[src/rtl/shutter_pkg.sv]
// shutter_pkg: shared FSM states, shutter status codes and trigger source encodings.
package shutter_pkg;
  typedef enum logic [2:0] {IDLE, CLOSING, SETTLE_C, HOLD, OPENING, SETTLE_O} state_t;
  localparam logic [1:0] SHUTTER_OPEN = 2'b01;
  localparam logic [1:0] SHUTTER_CLOS = 2'b10;
  localparam logic [1:0] SHUTTER_MOVE = 2'b00;
  localparam logic [1:0] TRIG_STARTUP = 2'd0;
  localparam logic [1:0] TRIG_MANUAL  = 2'd1;
  localparam logic [1:0] TRIG_TEMP    = 2'd2;
  localparam logic [1:0] TRIG_AUTO    = 2'd3;
  function automatic logic [1:0] status_of(input state_t s);
    return s == IDLE ? SHUTTER_OPEN : s == HOLD ? SHUTTER_CLOS : SHUTTER_MOVE;
  endfunction
endpackage

[src/rtl/shutter_trig_arb.sv]
// shutter_trig_arb: pending flags, sec counter, temp drift compare and priority encoder feeding the shutter FSM.
module shutter_trig_arb
  import shutter_pkg::*;
(
  input  logic        clk,
  input  logic        rst,
  input  logic        idle,
  input  logic        sec_tick,
  input  logic        manual_req,
  input  logic        auto_en,
  input  logic [15:0] auto_period,
  input  logic [15:0] temp,
  input  logic [15:0] temp_pre,
  input  logic [15:0] delta_th,
  output logic        valid,
  output logic [1:0]  src
);
  logic [15:0] sec_cnt;
  logic [16:0] diff;
  logic        man_pend, start_pend;
  logic        man_hit, temp_hit, auto_hit;
  assign man_hit  = manual_req | man_pend;
  assign temp_hit = delta_th != 16'd0 && diff > {1'b0, delta_th};
  assign auto_hit = auto_en && auto_period != 16'd0 && sec_cnt >= auto_period;
  assign valid    = idle & (start_pend | man_hit | temp_hit | auto_hit);
  assign src      = start_pend ? TRIG_STARTUP : man_hit ? TRIG_MANUAL : temp_hit ? TRIG_TEMP : TRIG_AUTO;
  always_ff @(posedge clk) begin
    if (rst) begin
      sec_cnt    <= '0;
      diff       <= '0;
      man_pend   <= 1'b0;
      start_pend <= 1'b1;
    end else begin
      diff       <= temp >= temp_pre ? {1'b0, temp} - {1'b0, temp_pre} : {1'b0, temp_pre} - {1'b0, temp};
      sec_cnt    <= valid ? '0 : (idle && auto_en && sec_tick && sec_cnt != 16'hFFFF) ? sec_cnt + 16'd1 : sec_cnt;
      start_pend <= start_pend & ~valid;
      // requests arriving while busy merge into one pending cycle
      man_pend   <= (valid && src == TRIG_MANUAL) ? 1'b0 : man_pend | manual_req;
    end
  end
endmodule

[src/rtl/shutter_ctrl.sv]
// shutter_ctrl: shutter close/hold/open sequencer with calibration window.
// Optional HOLD watchdog enabled by defining SHUTTER_HOLD_TIMEOUT_EN.
module shutter_ctrl
  import shutter_pkg::*;
#(
  parameter int PULSE_CYC        = 20000,
  parameter int SETTLE_CYC       = 5000,
  parameter int CLOSED_FRAMES    = 4,
  parameter int HOLD_TIMEOUT_CYC = 2000000
) (
  input  logic        i_clk,
  input  logic        i_rst,
  input  logic        i_sec_tick,
  input  logic        i_frame_start,
  input  logic        i_manual_req,
  input  logic        i_auto_en,
  input  logic [15:0] i_auto_period,
  input  logic [15:0] i_temp_sensor,
  input  logic [15:0] i_temp_sensor_pre,
  input  logic [15:0] i_temp_delta_th,
  output logic [1:0]  o_shutter,
  output logic        o_motor_close,
  output logic        o_motor_open,
  output logic        o_calib_win,
  output logic        o_busy,
  output logic [1:0]  o_trig_src,
  output logic        o_err
);
  localparam int NF = CLOSED_FRAMES == 0 ? 1 : CLOSED_FRAMES;
  localparam int CW = $clog2((PULSE_CYC > SETTLE_CYC ? PULSE_CYC : SETTLE_CYC) + 1);
  localparam int FW = $clog2(NF + 1);
  localparam logic [CW-1:0] P_LAST = CW'(PULSE_CYC - 1);
  localparam logic [CW-1:0] S_LAST = CW'(SETTLE_CYC - 1);
  localparam logic [FW-1:0] F_LAST = FW'(NF - 1);
  state_t          state, nxt;
  logic [CW-1:0]   cnt, cnt_nxt;
  logic [FW-1:0]   fc;
  logic            trig_valid, done, timeout;
  logic [1:0]      trig_src;
  shutter_trig_arb u_arb (
    .clk        (i_clk),
    .rst        (i_rst),
    .idle       (state == IDLE),
    .sec_tick   (i_sec_tick),
    .manual_req (i_manual_req),
    .auto_en    (i_auto_en),
    .auto_period(i_auto_period),
    .temp       (i_temp_sensor),
    .temp_pre   (i_temp_sensor_pre),
    .delta_th   (i_temp_delta_th),
    .valid      (trig_valid),
    .src        (trig_src)
  );
  assign done = state == HOLD && i_frame_start && fc == F_LAST;
`ifdef SHUTTER_HOLD_TIMEOUT_EN
  localparam int TW = $clog2(HOLD_TIMEOUT_CYC + 1);
  logic [TW-1:0] hc;
  logic          err;
  assign timeout = state == HOLD && !i_frame_start && hc == TW'(HOLD_TIMEOUT_CYC - 1);
  assign o_err   = err;
  always_ff @(posedge i_clk) begin
    if (i_rst) begin
      hc  <= '0;
      err <= 1'b0;
    end else begin
      hc  <= (state == HOLD && !i_frame_start) ? hc + 1'b1 : '0;
      err <= err | timeout;
    end
  end
`else
  assign timeout = 1'b0;
  assign o_err   = 1'b0;
`endif
  always_comb begin
    nxt = state;
    case (state)
      IDLE:     nxt = trig_valid ? CLOSING : IDLE;
      CLOSING:  nxt = cnt == P_LAST ? SETTLE_C : CLOSING;
      SETTLE_C: nxt = cnt == S_LAST ? HOLD : SETTLE_C;
      HOLD:     nxt = (done | timeout) ? OPENING : HOLD;
      OPENING:  nxt = cnt == P_LAST ? SETTLE_O : OPENING;
      SETTLE_O: nxt = cnt == S_LAST ? IDLE : SETTLE_O;
      default:  nxt = IDLE;
    endcase
    // one counter serves every timed state; it restarts on each state change
    cnt_nxt = (nxt != state || state == IDLE || state == HOLD) ? '0 : cnt + 1'b1;
  end
  always_ff @(posedge i_clk) begin
    if (i_rst) begin
      state         <= IDLE;
      cnt           <= '0;
      fc            <= '0;
      o_shutter     <= SHUTTER_OPEN;
      o_motor_close <= 1'b0;
      o_motor_open  <= 1'b0;
      o_calib_win   <= 1'b0;
      o_busy        <= 1'b0;
      o_trig_src    <= TRIG_STARTUP;
    end else begin
      state         <= nxt;
      cnt           <= cnt_nxt;
      fc            <= state == HOLD ? fc + FW'(i_frame_start) : '0;
      o_shutter     <= status_of(nxt);
      o_motor_close <= nxt == CLOSING;
      o_motor_open  <= nxt == OPENING;
      o_calib_win   <= nxt == HOLD;
      o_busy        <= nxt != IDLE;
      o_trig_src    <= trig_valid ? trig_src : o_trig_src;
    end
  end
endmodule

[config.mk]
export PLATFORM = sky130hd
export DESIGN_NAME = shutter_ctrl
export DESIGN_NICKNAME = d
export VERILOG_FILES = /design/src/rtl/shutter_pkg.sv /design/src/rtl/shutter_trig_arb.sv /design/src/rtl/shutter_ctrl.sv
export SDC_FILE = /design/constraint.sdc
export NUM_CORES = 1
export LEC_CHECK = 0
export BUFFER_PORTS_ARGS = -buffer_cell sky130_fd_sc_hd__buf_2
export CELL_PAD_IN_SITES_DETAIL_PLACEMENT = 0
export CELL_PAD_IN_SITES_GLOBAL_PLACEMENT = 2
export CORE_UTILIZATION = 38
export CTS_BUF_LIST = sky130_fd_sc_hd__clkbuf_8
export DETAILED_ROUTE_END_ITERATION = 12
export MAX_ROUTING_LAYER = met4
export PLACE_DENSITY = 0.95
export SETUP_SLACK_MARGIN = 0.3
export SKIP_LAST_GASP = 1
export SLEW_MARGIN = 10
export SYNTH_ARGS = -nofsm -noshare
export SYNTH_HDL_FRONTEND = slang
export SYNTH_HIERARCHICAL = 1
export SYNTH_SLANG_ARGS = --single-unit
[constraint.sdc]
create_clock -name i_clk -period 3.95 [get_ports i_clk]
set_clock_uncertainty 0.2 [all_clocks]
set_input_delay 0.1975 -clock i_clk [delete_from_list [all_inputs] [get_ports i_clk]]
set_output_delay 0.1975 -clock i_clk [all_outputs]
set_load 0.02 [all_outputs]
Yosys cells after proc, flatten, opt, wreduce, memory -nomap -nowiden --
Cells that the tools add are included.
Storage, ports and cells: register bits 64, input port bits 70, output and inout bits 9, logic and storage cells 76
Cells by class: $add $sub $neg 5, $lt $le $gt $ge 3, equal/unequal tests 14, muxes and demuxes 12, bitwise operators 8, reduce and logical (&&, ||, !) cells 21
Operators with widths (number):
- $sub A16 B16 Y17 | 2
- $ge A16 B16 Y1 | 2
- $reduce_bool A16 Y1 | 2
- $pmux W3 S6 | 1
- $gt A17 B16 Y1 | 1
- $mux W17 | 1
- $add A16 B1 Y16 const B | 1
- $ne A16 B16 Y1 const B | 1
- $add A15 B1 Y15 const B | 1
- $eq A15 B13 Y1 const B | 1
- $eq A15 B15 Y1 const B | 1
- $eq A3 B2 Y1 const B | 4
- $reduce_or A2 Y1 | 5
- $eq A3 B3 Y1 const B | 3
- $logic_and A1 B1 Y1 | 9
- $mux W2 | 4
- $eq A3 B1 Y1 const B | 2
- $logic_not A3 Y1 | 2
- $mux W3 | 2
- $mux W1 | 4
- $or A1 B1 Y1 | 4
- $add A3 B1 Y3 | 1
- $ne A3 B3 Y1 | 1
- $reduce_bool A3 Y1 | 1
- other kinds (4) | 7

Longest topological paths before layout --
depth in word-level cells 11, depth in mapped cells 12, gate-level depth less buffers 12

Modules after synthesis --
Netlist, hierarchy kept.
By module, submodules not included:
- shutter_trig_arb | times used 1, cells an instance 498, area each 3867.5 um^2, seq. area each 700.7 um^2
- shutter_ctrl | times used 1, cells an instance 146, area each 1323.8 um^2, seq. area each 580.6 um^2

Worst setup path after synthesis --
No wires, ideal clock.
kind register to register, from reg u_arb.sec_cnt[0], to reg o_motor_open, library setup time 0.115 ns, data arrival time 2.191 ns, required time 3.635 ns, slack 1.444 ns, cell stages (with the launch flop) 13, buffers on the path 0, clock period less this slack 2.506 ns, cell sequence dfxtp_1 inv_1 ha_1 nand2b_1 a211oi_1 o21ai_0 o2111ai_1 a211o_1 a31oi_1 nand2_1 a21oi_1 nor3_2 and2_1
Between the ends: longest elaborated chain between the ends 7
Ends and longest elaborated chain:
- start: declaration | line shutter_trig_arb.sv:18 | logic [15:0] sec_cnt;
- start signal: assignment | line shutter_trig_arb.sv:35 | sec_cnt <= valid ? '0 : (idle && auto_en && sec_tick && sec_cnt != 16'hFFFF) ? sec_cnt + 16'd1 : sec_cnt;
- $ge A16 B16 Y1 | line shutter_trig_arb.sv:24 | assign auto_hit = auto_en && auto_period != 16'd0 && sec_cnt >= auto_period;
- $logic_and A1 B1 Y1 | line shutter_trig_arb.sv:24
- $or A1 B1 Y1 | line shutter_trig_arb.sv:25 | assign valid = idle & (start_pend | man_hit | temp_hit | auto_hit);
- $and A1 B1 Y1 | line shutter_trig_arb.sv:25
- named net trig_valid | line shutter_ctrl.sv:38 | logic trig_valid, done, timeout;
- $mux W1 | line shutter_ctrl.sv:77 | IDLE: nxt = trig_valid ? CLOSING : IDLE;
- $pmux W3 S6 | line shutter_ctrl.sv:76 | case (state)
- $eq A3 B3 Y1 | line shutter_ctrl.sv:105 | o_motor_open <= nxt == OPENING;
- end signal: assignment | line shutter_ctrl.sv:95 | o_motor_open <= 1'b0;
- end signal: assignment | line shutter_ctrl.sv:105
- end: declaration | line shutter_ctrl.sv:23 | output logic o_motor_open,
The timed path passes the listed nets, and every way through them passes these cells. A chain may end at the register's enable or synchronous reset.

Worst setup path in the final report --
from in i_temp_sensor_pre[0], to reg u_arb.diff[8]
Between the ends: longest elaborated chain between the ends 2, elaborated cells between the ends (all ways) 4, those cells by class add/sub (2); order compare (1); mux (1)
Ends and longest elaborated chain:
- start: declaration | line shutter_ctrl.sv:19 | input logic [15:0] i_temp_sensor_pre,
- $sub A16 B16 Y17 or $ge A16 B16 Y1 (tied branches) | line shutter_trig_arb.sv:34 | diff <= temp >= temp_pre ? {1'b0, temp} - {1'b0, temp_pre} : {1'b0, temp_pre} - {1'b0, temp};
- $mux W17 (*) | line shutter_trig_arb.sv:34
- end signal: assignment | line shutter_trig_arb.sv:34
- end: declaration | line shutter_trig_arb.sv:19 | logic [16:0] diff;
Mark *: on every way between the ends. The rest lies on a longest branch, timed or not.

==> impl_metrics.xml <==
<?xml version="1.0" encoding="UTF-8"?>
<metrics>
  <group name="run_status">
    <metric name="status" unit="">finished, final reports clean</metric>
  </group>
  <group name="route">
    <metric name="drcViolationCount" unit="">0</metric>
    <metric name="vias" unit="">4602</metric>
    <metric name="drt-vias-per-instance" unit="">5.159</metric>
    <metric name="drt-pass1-iter-count" unit="">5</metric>
    <metric name="routed_wire_length_per_instance" unit="microns">13.43</metric>
    <metric name="first_iter_violations" unit="">204</metric>
    <metric name="ant_nets" unit="">0</metric>
    <metric name="route.final.wire_length" unit="mm">11.98</metric>
  </group>
  <group name="grt">
    <metric name="grt_antenna_before_repair" unit="">0</metric>
    <metric name="first_global_vias" unit="">4461</metric>
    <metric name="grt_start_max_net_pins" unit="">45</metric>
    <metric name="total_routing_usage_gr" unit="%">17.70</metric>
    <metric name="grt_overflow" unit="">0</metric>
    <metric name="global_route_wire_length_before_repair" unit="mm">20.01</metric>
  </group>
  <group name="layout">
    <metric name="synthToLayoutAreaGrowth" unit="%">14.39</metric>
    <metric name="finalNetCount" unit="">851</metric>
    <metric name="share_of_final_layout_standard_cells_stronger_than_drive_strength_1" unit="%">15.92</metric>
    <metric name="multi_input_area" unit="sq um">3451</metric>
    <metric name="most-common-layout-cells" unit="">83 x sky130_fd_sc_hd__inv_1, 77 x sky130_fd_sc_hd__buf_2, 73 x sky130_fd_sc_hd__nor2_1</metric>
    <metric name="mostFrequentLayoutCell" unit="">sky130_fd_sc_hd__inv_1</metric>
    <metric name="fillers" unit="">1330</metric>
    <metric name="finish.cell_count_without_fillers" unit="">892</metric>
    <metric name="layout_cell_area_excl_fill" unit="sq um">5938</metric>
    <metric name="n_antenna_cell" unit="">0</metric>
    <metric name="sequential_cell_area_in_the_final_layout" unit="sq um">1281</metric>
  </group>
  <group name="setup_path">
    <metric name="worstPathBufferInverterCount" unit="">4</metric>
    <metric name="worst_path_arrival_time" unit="ps">3090</metric>
    <metric name="max_stage_delay" unit="ps">530</metric>
    <metric name="crit_type" unit="">primary input to flop</metric>
    <metric name="critical_path_peak_fanout" unit="">14</metric>
    <metric name="worst_path_required_time" unit="ps">3980</metric>
    <metric name="cpMaxStageDelayCell" unit="">sky130_fd_sc_hd__dlygate4sd3_1</metric>
    <metric name="worstSetupEndpointType" unit="">flop</metric>
    <metric name="cp_top_family" unit="">buffers and inverters</metric>
    <metric name="cp_cell_sequence" unit="">dlygate4sd3_1 -&gt; buf_2 -&gt; ha_1 -&gt; inv_1 -&gt; a21oi_1 -&gt; o211ai_2 -&gt; a21oi_2 -&gt; o31ai_2 -&gt; buf_4 -&gt; mux2i_1 -&gt; mux2_2</metric>
    <metric name="setup.worst_path.start_class" unit="">primary input</metric>
  </group>
  <group name="pwr">
    <metric name="seq_power_share" unit="%">37.1</metric>
    <metric name="power_per_cell_area" unit="nW/um^2">320.3</metric>
    <metric name="sw_frac_of_total" unit="%">29.05</metric>
    <metric name="share_clk_of_total_power" unit="%">37.0</metric>
    <metric name="p_int" unit="mW">1.350</metric>
    <metric name="total_switching_power" unit="mW">0.5526</metric>
    <metric name="p_comb_share" unit="%">26.0</metric>
    <metric name="vdd.ir_drop.worst" unit="V">0.0001586</metric>
    <metric name="p_leak" unit="nW">2.934</metric>
  </group>
  <group name="timing">
    <metric name="post-route-period-util" unit="%">77.51</metric>
    <metric name="clock.fmax" unit="GHz">0.3266</metric>
    <metric name="setup_repair_after_global_routing_missed_its_margin" unit="">no</metric>
    <metric name="worst_pin_slew" unit="ps">779.1</metric>
    <metric name="final-hold-violation-count" unit="">0</metric>
    <metric name="fin_setup_tns" unit="ps">0</metric>
    <metric name="setup_violations" unit="">0</metric>
    <metric name="finalMaxSlewViolations" unit="">0</metric>
    <metric name="max_slew_margin" unit="%">48.06</metric>
    <metric name="period_minus_slack" unit="ps">3062</metric>
  </group>
  <group name="synthesis">
    <metric name="synth_async_sr_flop_share" unit="%">0</metric>
    <metric name="synth.yosys.warnings" unit="">6</metric>
    <metric name="ys_types" unit="">67</metric>
    <metric name="synth-main-ff-cell" unit="">sky130_fd_sc_hd__dfxtp_1</metric>
    <metric name="synth_nets" unit="">784</metric>
    <metric name="post_synth_instance_area" unit="sq um">5191</metric>
    <metric name="synth_sequential_area_ratio" unit="%">24.68</metric>
    <metric name="synth_edf_count" unit="">0</metric>
    <metric name="synthesized_area_per_cell" unit="sq um">8.061</metric>
    <metric name="post_synth_inst_count" unit="">644</metric>
    <metric name="ys_ff_latch" unit="">64</metric>
  </group>
  <group name="floorplan">
    <metric name="die-width" unit="microns">118.9</metric>
    <metric name="die_ar" unit="sq um">14130</metric>
    <metric name="starting_utilization_of_the_core_area" unit="%">39.05</metric>
    <metric name="floorplan.die.height" unit="microns">118.9</metric>
    <metric name="fp-row-count" unit="">42</metric>
    <metric name="placeableCoreArea" unit="sq um">13300</metric>
    <metric name="io_pins" unit="">79</metric>
  </group>
  <group name="clock_tree">
    <metric name="clk_latency" unit="ps">340</metric>
    <metric name="cts_made_buffers" unit="">9</metric>
    <metric name="h-tree-depth" unit="">3</metric>
    <metric name="clock_path_buffers" unit="">2</metric>
    <metric name="num_clock_sinks" unit="">64</metric>
    <metric name="worst_setup_hold_path_clk_slew" unit="ps">70</metric>
    <metric name="tritoncts" unit="">built</metric>
    <metric name="cts-root-buf" unit="">sky130_fd_sc_hd__clkbuf_8</metric>
    <metric name="cts_post_setup_buffers_inserted" unit="">0</metric>
  </group>
  <group name="worst_hold_path">
    <metric name="hold_class" unit="">primary input to flop</metric>
  </group>
  <group name="placed_design">
    <metric name="globalplace.congestion" unit="">0.8777</metric>
    <metric name="hpwl" unit="mm">9.700</metric>
    <metric name="dpl_cell_area" unit="sq um">5664</metric>
    <metric name="port-buffer-count" unit="">77</metric>
    <metric name="dp.cells" unit="">874</metric>
  </group>
  <group name="flow_run">
    <metric name="cap_viol_max_count" unit="">0</metric>
  </group>
</metrics>
==> per-stage QoR <==
| stage | hold slack [ps] | setup WS, ps | total power [mW] | utilization [%] |
|---|---|---|---|---|
| detailed placement | 263.9 | 903.4 | 1.210 | 42.60 |
| CTS | 14.70 | 922.3 | 1.917 | 44.66 |
| finish | 30.95 | 888.5 | 1.902 | 44.66 |
| floorplan | 160.7 | 1444 | 1.076 | - |
| global placement | 239.9 | 953.9 | 1.197 | 42.60 |
| global route | 34.24 | 661.0 | 2.011 | 44.66 |
==> repair_timing <==
item                                   CTS  global route
gates resized for setup                  0             0
hold buffers                             2             0
endpoints found under the hold margin    2             0
==> registers in the layout, indices dropped and copies added (netlist names) <==
signal	flops
cnt	15
fc	3
o_busy	1
o_calib_win	1
o_motor_close	1
o_motor_open	1
o_shutter	2
o_trig_src	2
state	3
u_arb/diff	17
u_arb/man_pend	1
u_arb/sec_cnt	16
u_arb/start_pend	1
==> final timing paths <==
check | from | to | slack (ps) | cells past startpoint
hold / removal | i_frame_start | fc[0] | 30 | 3
setup / recovery | i_temp_sensor_pre[0] | u_arb/diff[8] | 890 | 11
setup reg to reg | u_arb/diff[12] | o_motor_close | 1020 | 11
hold reg to reg | cnt[0] | cnt[0] | 280 | 1
==> logic make-up (layout without fill, tap and decap cells) <==
logic type,Yosys count,after routing,share of synthesized area (%)
mux,32,32,6.508
flops,64,64,24.68
buf+inv,108,180,8.845
simple gates,210,210,21.40
fa+ha+maj,70,70,17.16
xor+xnor,28,28,4.724
compound gates,131,131,16.61
other cells,1,1,0.07224
==> power by group through the flow <==
| stage | logic, mW | clock network, mW | registers (mW) |
|---|---|---|---|
| floorplan | 0.358 | 0 | 0.719 |
| global placement | 0.477 | 0 | 0.720 |
| detailed placement | 0.489 | 0 | 0.721 |
| CTS | 0.494 | 0.718 | 0.706 |
| global route | 0.555 | 0.746 | 0.709 |
| finish | 0.494 | 0.703 | 0.705 |
==> tightest hold or removal path: stages <==
cell,delay (ps)
sky130_fd_sc_hd__buf_2,100
sky130_fd_sc_hd__ha_1,130
sky130_fd_sc_hd__and2_1,110
==> per-layer routing <==
layer / up-vias / GRT usage (%) / routed length, microns
met4: 0 / 6.171 / 259
met1: 2129 / 19.96 / 5296
met5: - / - / 0
li1: 2366 / - / -
met2: 91 / 32.24 / 6089
met3: 16 / 1.964 / 335
==> synth_stat cells, types with 7 or more instances <==
cell	number	area [sq um]
sky130_fd_sc_hd__a21oi_1	43	215.2
sky130_fd_sc_hd__a211oi_1	9	67.56
sky130_fd_sc_hd__nand3_1	17	85.08
sky130_fd_sc_hd__mux2_1	7	78.83
sky130_fd_sc_hd__ha_1	68	850.8
sky130_fd_sc_hd__nor2_1	73	274.0
sky130_fd_sc_hd__o21ai_0	20	100.1
sky130_fd_sc_hd__xnor2_1	13	113.9
sky130_fd_sc_hd__nand4_1	16	100.1
sky130_fd_sc_hd__and3_1	10	62.56
sky130_fd_sc_hd__mux2i_1	18	180.2
sky130_fd_sc_hd__nor4_1	12	75.07
sky130_fd_sc_hd__a21o_1	24	180.2
sky130_fd_sc_hd__xor2_1	15	131.4
sky130_fd_sc_hd__nor2b_1	16	100.1
sky130_fd_sc_hd__clkbuf_1	12	45.04
sky130_fd_sc_hd__inv_1	83	311.6
sky130_fd_sc_hd__nor3_1	11	55.05
sky130_fd_sc_hd__dfxtp_1	64	1281
sky130_fd_sc_hd__mux2_2	7	78.83
sky130_fd_sc_hd__nand2_1	23	86.33
==> area by class of cell <==
cell class / count / area share (%)
Clock buffer: 11 / 2.550
Clock inverter: 5 / 1.728
Inverter: 83 / 5.247
Multi-Input combinational cell: 472 / 58.11
Sequential cell: 64 / 21.58
Tap cell: 176 / 3.708
Timing Repair Buffer: 81 / 7.080
Note: power is estimated with default switching activity, not from simulation.
